==> src/rtl/risk_pkg.sv <==
// Shared types for the RISK issue sequencer: func codes, FSM states and the buffered op layout.
package risk_pkg;

  localparam logic [2:0] RISK_LOAD  = 3'b000;
  localparam logic [2:0] RISK_STORE = 3'b001;
  localparam logic [2:0] RISK_CLEAR = 3'b010;
  localparam logic [2:0] RISK_NOP   = 3'b111;

  localparam int RISK_OP_W = 51;

  typedef enum logic [1:0] {
    ST_IDLE      = 2'd0,
    ST_LOAD_WAIT = 2'd1,
    ST_STORE_RUN = 2'd2,
    ST_CLR       = 2'd3
  } risk_state_e;

  typedef struct packed {
    logic [2:0]  func;
    logic [4:0]  rg;
    logic [14:0] addr;
    logic [13:0] sx;
    logic [13:0] sy;
  } risk_op_t;

endpackage

==> src/rtl/risk_issue_fifo.sv <==
// Synchronous op buffer for risk_issue. Full/empty come from the registered count only,
// so a write into a full buffer is refused even when a read happens in the same cycle.
module risk_issue_fifo
  import risk_pkg::*;
#(
  parameter int DEPTH = 4
) (
  input  logic                         clk,
  input  logic                         resetn,
  input  logic                         wr_en,
  input  logic [RISK_OP_W-1:0]         wr_data,
  input  logic                         rd_en,
  output logic [RISK_OP_W-1:0]         rd_data,
  output logic                         full,
  output logic                         empty,
  output logic [$clog2(DEPTH):0]       count
);

  localparam int PTR_W = $clog2(DEPTH);
  localparam int CW    = PTR_W + 1;

  logic [RISK_OP_W-1:0] mem_q [DEPTH];
  logic [PTR_W-1:0]     wr_ptr_q, wr_ptr_d;
  logic [PTR_W-1:0]     rd_ptr_q, rd_ptr_d;
  logic [CW-1:0]        count_q, count_d;
  logic                 do_wr, do_rd;

  assign full    = (count_q == CW'(DEPTH));
  assign empty   = (count_q == '0);
  assign count   = count_q;
  assign rd_data = mem_q[rd_ptr_q];
  assign do_wr   = wr_en & ~full;
  assign do_rd   = rd_en & ~empty;

  always_comb begin
    wr_ptr_d = wr_ptr_q;
    rd_ptr_d = rd_ptr_q;
    count_d  = count_q;
    if (do_wr) wr_ptr_d = wr_ptr_q + PTR_W'(1);
    if (do_rd) rd_ptr_d = rd_ptr_q + PTR_W'(1);
    case ({do_wr, do_rd})
      2'b10:   count_d = count_q + CW'(1);
      2'b01:   count_d = count_q - CW'(1);
      default: count_d = count_q;
    endcase
  end

  always_ff @(posedge clk) begin
    if (!resetn) begin
      wr_ptr_q <= '0;
      rd_ptr_q <= '0;
      count_q  <= '0;
    end else begin
      wr_ptr_q <= wr_ptr_d;
      rd_ptr_q <= rd_ptr_d;
      count_q  <= count_d;
    end
  end

  // Storage carries data only and is never reset.
  always_ff @(posedge clk) begin
    if (do_wr) mem_q[wr_ptr_q] <= wr_data;
  end

endmodule

==> src/rtl/risk_issue.sv <==
// Sequencer feeding the RISK matrix unit: buffers core ops and plays each one out with the
// fixed timing of the strided memory pipeline, strictly one op at a time.
module risk_issue
  import risk_pkg::*;
#(
  parameter int FIFO_DEPTH = 4,
  parameter int LOAD_LAT   = 4,
  parameter int STORE_PRE  = 1,
  parameter int STORE_LAT  = 3
) (
  input  logic        clk,
  input  logic        resetn,
  input  logic        in_valid,
  output logic        in_ready,
  input  logic [2:0]  in_func,
  input  logic [4:0]  in_reg,
  input  logic [14:0] in_addr,
  input  logic [13:0] in_stride_x,
  input  logic [13:0] in_stride_y,
  output logic [2:0]  risk_func,
  output logic [4:0]  risk_reg,
  output logic [14:0] risk_addr,
  output logic [13:0] risk_stride_x,
  output logic [13:0] risk_stride_y,
  output logic        busy,
  output logic        retire,
  output logic        err_illegal
);

  localparam int STORE_END = STORE_PRE + STORE_LAT;
  localparam int MAX_LAT   = (LOAD_LAT > STORE_END) ? LOAD_LAT : STORE_END;
  localparam int CNT_W     = $clog2(MAX_LAT) + 1;
  localparam int FCW       = $clog2(FIFO_DEPTH) + 1;

  localparam logic [CNT_W-1:0] LOAD_DONE  = CNT_W'(LOAD_LAT);
  localparam logic [CNT_W-1:0] STORE_HIT  = CNT_W'(STORE_PRE);
  localparam logic [CNT_W-1:0] STORE_DONE = CNT_W'(STORE_END);

  risk_state_e          state_q, state_d;
  logic [CNT_W-1:0]     cnt_q, cnt_d;
  risk_op_t             op_q, op_d;
  risk_op_t             in_op, head_op;
  logic [RISK_OP_W-1:0] head_bits;
  logic                 fifo_full, fifo_empty;
  logic [FCW-1:0]       fifo_count;
  logic                 pop, slot_free;

  assign in_op    = {in_func, in_reg, in_addr, in_stride_x, in_stride_y};
  assign head_op  = head_bits;
  assign in_ready = ~fifo_full;

  risk_issue_fifo #(
    .DEPTH (FIFO_DEPTH)
  ) u_fifo (
    .clk     (clk),
    .resetn  (resetn),
    .wr_en   (in_valid & in_ready),
    .wr_data (in_op),
    .rd_en   (pop),
    .rd_data (head_bits),
    .full    (fifo_full),
    .empty   (fifo_empty),
    .count   (fifo_count)
  );

  always_comb begin
    state_d     = state_q;
    cnt_d       = cnt_q;
    op_d        = op_q;
    risk_func   = RISK_NOP;
    retire      = 1'b0;
    err_illegal = 1'b0;
    pop         = 1'b0;
    slot_free   = 1'b0;

    case (state_q)
      ST_IDLE: slot_free = 1'b1;
      ST_LOAD_WAIT: begin
        if (cnt_q == LOAD_DONE) begin
          risk_func = RISK_LOAD;
          retire    = 1'b1;
          slot_free = 1'b1;
        end else begin
          cnt_d = cnt_q + CNT_W'(1);
        end
      end
      ST_STORE_RUN: begin
        if (cnt_q == STORE_HIT) risk_func = RISK_STORE;
        if (cnt_q == STORE_DONE) begin
          retire    = 1'b1;
          slot_free = 1'b1;
        end else begin
          cnt_d = cnt_q + CNT_W'(1);
        end
      end
      ST_CLR: begin
        risk_func = RISK_CLEAR;
        retire    = 1'b1;
        slot_free = 1'b1;
      end
      default: slot_free = 1'b1;
    endcase

    // The retire cycle doubles as the next pop cycle, so ops stream with no extra bubble.
    if (slot_free) begin
      state_d = ST_IDLE;
      if (!fifo_empty) begin
        pop   = 1'b1;
        cnt_d = '0;
        case (head_op.func)
          RISK_LOAD: begin
            state_d = ST_LOAD_WAIT;
            op_d    = head_op;
          end
          RISK_STORE: begin
            state_d = ST_STORE_RUN;
            op_d    = head_op;
          end
          RISK_CLEAR: begin
            state_d = ST_CLR;
            op_d    = head_op;
          end
          default: err_illegal = 1'b1;
        endcase
      end
    end
  end

  always_ff @(posedge clk) begin
    if (!resetn) begin
      state_q <= ST_IDLE;
      cnt_q   <= '0;
      op_q    <= '0;
    end else begin
      state_q <= state_d;
      cnt_q   <= cnt_d;
      op_q    <= op_d;
    end
  end

  assign risk_reg      = op_q.rg;
  assign risk_addr     = op_q.addr;
  assign risk_stride_x = op_q.sx;
  assign risk_stride_y = op_q.sy;
  assign busy          = (state_q != ST_IDLE) | (fifo_count != '0);

endmodule
==> config.mk <==
export PLATFORM = sky130hd
export DESIGN_NAME = risk_issue
export DESIGN_NICKNAME = d
export VERILOG_FILES = /design/src/rtl/risk_pkg.sv /design/src/rtl/risk_issue_fifo.sv /design/src/rtl/risk_issue.sv
export SDC_FILE = /design/constraint.sdc
export NUM_CORES = 1
export LEC_CHECK = 0
export CAP_MARGIN = 20
export CORE_MARGIN = 3
export CORE_UTILIZATION = 45
export DETAILED_ROUTE_END_ITERATION = 6
export PLACE_DENSITY = 0.66
export SYNTH_ARGS = -nofsm -noshare
export SYNTH_HDL_FRONTEND = slang
export SYNTH_SLANG_ARGS = --single-unit
==> constraint.sdc <==
create_clock -name clk -period 5.42 [get_ports clk]
set_input_delay 1.084 -clock clk [delete_from_list [all_inputs] [get_ports clk]]
set_output_delay 1.084 -clock clk [all_outputs]
set_load 0.05 [all_outputs]
==> results.md <==
Outcome:
- The run finished with clean final reports.

Timing:
- The setup clock skew after layout is 0.0221 ns.
- After layout, the worst setup slack is around 1.4 ns.
- The final setup violation count is 0.
- The time the final worst path needs with I/O delays and setup is 3.98 ns.
- Setup repair after global routing left no endpoint under its margin.
- The measured slew at the worst slew-check pin is ~0.99 ns.
- The maximum operating frequency is 251 MHz.
- Setup total negative slack on the finished layout was measured at 0 ns.
- Dividing the final minimum period by the clock period gives between 70 and 80%.
- Headroom to the max-slew limit came out at 34.1%.
- The count of final max-slew check failures is 0.
- The total count of hold-check failures in the final report came to 0.

Logic synthesis:
- Synthesis handed over a netlist of 578 instances.
- The post-synthesis net count is roughly 650.
- By area the synthesized netlist is led by sky130_fd_sc_hd__edfxtp_1, sky130_fd_sc_hd__dfxtp_1, sky130_fd_sc_hd__mux4_2, sky130_fd_sc_hd__mux2i_1, sky130_fd_sc_hd__nand2_1.
- The count of state elements after synthesis is 266.
- The mean area per synthesized cell is 17.4 µm².
- Of all cell types, the one taking the most synthesized area is sky130_fd_sc_hd__edfxtp_1.
- After synthesis, flip-flops and latches occupy around 73% of the total area.
- Yosys mapped the design onto 32 distinct sky130hd cell types.
- The cell area after technology mapping is ~0.010 mm².
- In this run the biggest area consumer among cell types represents 60.8% of the synthesized area.
- Yosys printed 0 warnings.

Run:
- Max-cap violations in this run came to 0.

Die:
- The top-level port count is 109.
- The floorplan row count is 54.
- The core region is approximately 0.022 mm².
- Once the floorplan was initialized, standard cells occupied 46.0% of the core.
- The vertical die dimension is 156 µm.
- The die covers 0.0242 mm².
- Measured along the x axis, the die boundary spans 156 µm.

Power and ir drop:
- The internal power is approximately 0.0043 W.
- The proportion of power drawn by combinational gates is 30.3%.
- The clock network accounts for 29.0% of the total power.
- VDD sags by at most 0.377 mV.
- The ratio of total power to cell area is 507 mW/mm².
- Sequential cells account for 40.8% of the total power.
- In this run the static leakage power is 4.40 nW.
- The analysis attributes to net switching a power of 0.00198 W.
- The switching share of power is 31.4%.

CTS:
- Post-CTS repair changed the size of 0 cells.
- The number of buffers inserted to repair setup after CTS is 0.
- The number of clock buffers inserted by TritonCTS is 27.
- After clock tree synthesis, the clock-pin slew on the worst setup and hold paths is 0.06 ns.
- The count of hold buffers inserted by post-cts repair is 0.
- The number of sinks driven by the clock tree is 266.
- The tree is rooted in a sky130_fd_sc_hd__clkbuf_16.
- CTS built an H-tree with a depth of 1.
- TritonCTS built the clock tree.
- The buffer levels on the longest clock path is 3.
- The clock latency of the later-clocked register in the worst-skew pair is 0.54 ns.

Global route:
- In the global route stage, met3 resource usage came out at 3.16%.
- The total overflow left after global routing is 0.
- The initial antenna violation count was 1.
- The maximum number of pins on one net before global-route repair is 60.
- The busiest layer in global routing is met2.
- The first global-routing pass estimated between 30000 and 40000 µm of wire.
- For this run, global-route usage on met1 was measured as 20.0%.
- Global routing used 15.7% of the available tracks across all layers.
- For this run, global-route usage on met2 was measured as 27.8%.
- The number of global-route vias before repair is 5543.

Detailed routing:
- The DRC violation total after the first TritonRoute iteration is around 310.
- After detailed routing, the number of remaining DRC violations is 0.
- For this run, the detailed router's first-pass iteration total came to 4.
- After detailed routing, the number of vias per cell comes to 5.26.
- Wires add up to approximately 19000 µm.
- The via count is about 5300.
- The final antenna-violating net count is 0.
- Dividing the detail-routed wire length by the instance count gives 19.0 µm.

Worst setup path:
- For flop-to-flop paths, the worst setup slack is 2.46 ns.
- The kind of start point of the critical path is a flop.
- The peak fanout along the critical path is just over 50.
- The critical path data arrival time is 2.90 ns.
- The critical path required time is 4.34 ns.
- The worst setup path is captured at an output pin.
- The classification of the worst setup path is reg2out.

Placement:
- The setup slack after placement is 1.94 ns.
- During placement, the flow inserted port buffers numbering 108.
- The cell area after placement is 0.0114 mm².
- Summed over all nets, the half-perimeter wirelength after detailed placement is 11600 µm.
- Routability-driven placement finished with a final weighted congestion of between 0.7 and 0.8.

Layout:
- Cells fill 56.8% of the core in the end.
- Ranked by flip-flop count, first place goes to u_fifo.mem_q.
- The register with the most flip-flops in the layout has 204 of them.
- The library cell used most frequently in the layout, excluding fill and tap cells, is sky130_fd_sc_hd__edfxtp_1.
- The top cell types in the final layout, fill and taps aside, are sky130_fd_sc_hd__edfxtp_1, sky130_fd_sc_hd__clkdlybuf4s50_1, sky130_fd_sc_hd__nand2_1.
- The final non-filler cell area is 0.0124 mm².
- After the last flow step, the layout net total stands at 764.
- The share of post-route cells with drive strength above 1 is between 10% and 20%.
- The area overhead of the layout relative to synthesis is 23.3%.

Hold path:
- The tightest min-delay check is of the reg2reg type.
==> through the flow <==
step / hold WS (ns) / total power (W) / cells
floorplan: 0.455 / 0.00399 / 578
detailed placement: 0.451 / 0.00453 / 943
CTS: 0.460 / 0.00637 / 993
global placement: 0.443 / 0.00448 / 943
finish: 0.457 / 0.00630 / 998
global route: 0.483 / 0.00659 / 997
==> power by group through the flow <==
stage	registers, W	logic [W]	clock network, W
floorplan	0.00295	0.00103	0
global placement	0.00260	0.00188	0
detailed placement	0.00261	0.00192	0
CTS	0.00257	0.00192	0.00187
global route	0.00259	0.00205	0.00195
finish	0.00257	0.00191	0.00183
==> cell type report <==
type / count / area, µm²
diodes: 1 / 2.50
clock buffers: 35 / 756
clock inverters: 15 / 145
fillers: 1686 / 9460
inverters: 13 / 48.8
multi-input cells: 267 / 2520
flip-flops and latches: 266 / 7370
well taps: 280 / 350
repair buffers: 121 / 1240
==> critical path, stage by stage, from the launching register on <==
cell and delay [ns]:
sky130_fd_sc_hd__dfxtp_2 0.31, sky130_fd_sc_hd__buf_4 0.56, sky130_fd_sc_hd__mux4_2 0.39, sky130_fd_sc_hd__a21oi_1 0.08, sky130_fd_sc_hd__nor3_1 0.18, sky130_fd_sc_hd__clkdlybuf4s50_1 0.84
==> final timing paths <==
path / start / end / depth (start not counted)
worst max-delay path: flop / err_illegal / 5
worst min-delay path: risk_addr[5]$_SDFFE_PN0P_ / risk_addr[5]$_SDFFE_PN0P_ / 2
worst max register to register: flop / risk_addr[7]$_SDFFE_PN0P_ / 5
worst min register to register: risk_addr[5]$_SDFFE_PN0P_ / risk_addr[5]$_SDFFE_PN0P_ / 2
==> cell usage after synthesis <==
cell / n
sky130_fd_sc_hd__a2111o_1: 1
sky130_fd_sc_hd__a21boi_0: 1
sky130_fd_sc_hd__a21o_1: 2
sky130_fd_sc_hd__a21oi_1: 12
sky130_fd_sc_hd__and3_1: 4
sky130_fd_sc_hd__and4b_1: 1
sky130_fd_sc_hd__buf_1: 1
sky130_fd_sc_hd__buf_2: 8
sky130_fd_sc_hd__buf_6: 3
sky130_fd_sc_hd__clkbuf_1: 20
sky130_fd_sc_hd__clkinv_1: 1
sky130_fd_sc_hd__dfxtp_1: 62
sky130_fd_sc_hd__edfxtp_1: 204
sky130_fd_sc_hd__fa_1: 1
sky130_fd_sc_hd__ha_1: 13
sky130_fd_sc_hd__inv_1: 12
sky130_fd_sc_hd__mux2i_1: 49
sky130_fd_sc_hd__mux4_2: 51
sky130_fd_sc_hd__nand2_1: 100
sky130_fd_sc_hd__nand3_1: 5
sky130_fd_sc_hd__nor2_1: 6
sky130_fd_sc_hd__nor3_1: 3
sky130_fd_sc_hd__nor3b_1: 1
sky130_fd_sc_hd__o211ai_1: 2
sky130_fd_sc_hd__o21ai_0: 5
sky130_fd_sc_hd__o21ai_1: 1
sky130_fd_sc_hd__o31ai_1: 1
sky130_fd_sc_hd__or3_1: 2
sky130_fd_sc_hd__or3b_2: 1
sky130_fd_sc_hd__or4_1: 2
sky130_fd_sc_hd__xnor2_1: 1
sky130_fd_sc_hd__xor2_1: 2
==> layer usage <==
metal / part of all wire, % / vias to the layer above
met2: 51 / 116
li1: - / 2430
met1: 42 / 2674
met5: 0.068 / -
met4: 2.2 / 2
met3: 4.6 / 28
==> cell families (layout without fill, tap and decap cells) <==
group                    count (synthesis)  after routing  share of synthesized area, %
adder cells (fa/ha/maj)                 14             14                          1.81
flip-flops                             266            266                          73.1
other                                    0              1                             0
XOR/XNOR                                 3              3                         0.261
buffers and inverters                   45            184                          2.00
AO/OA/AOI/OAI                           25             25                          1.45
AND/OR/NAND/NOR                        125            125                          5.13
multiplexers                           100            100                          16.3
Note: power is estimated with default switching activity, not from simulation.
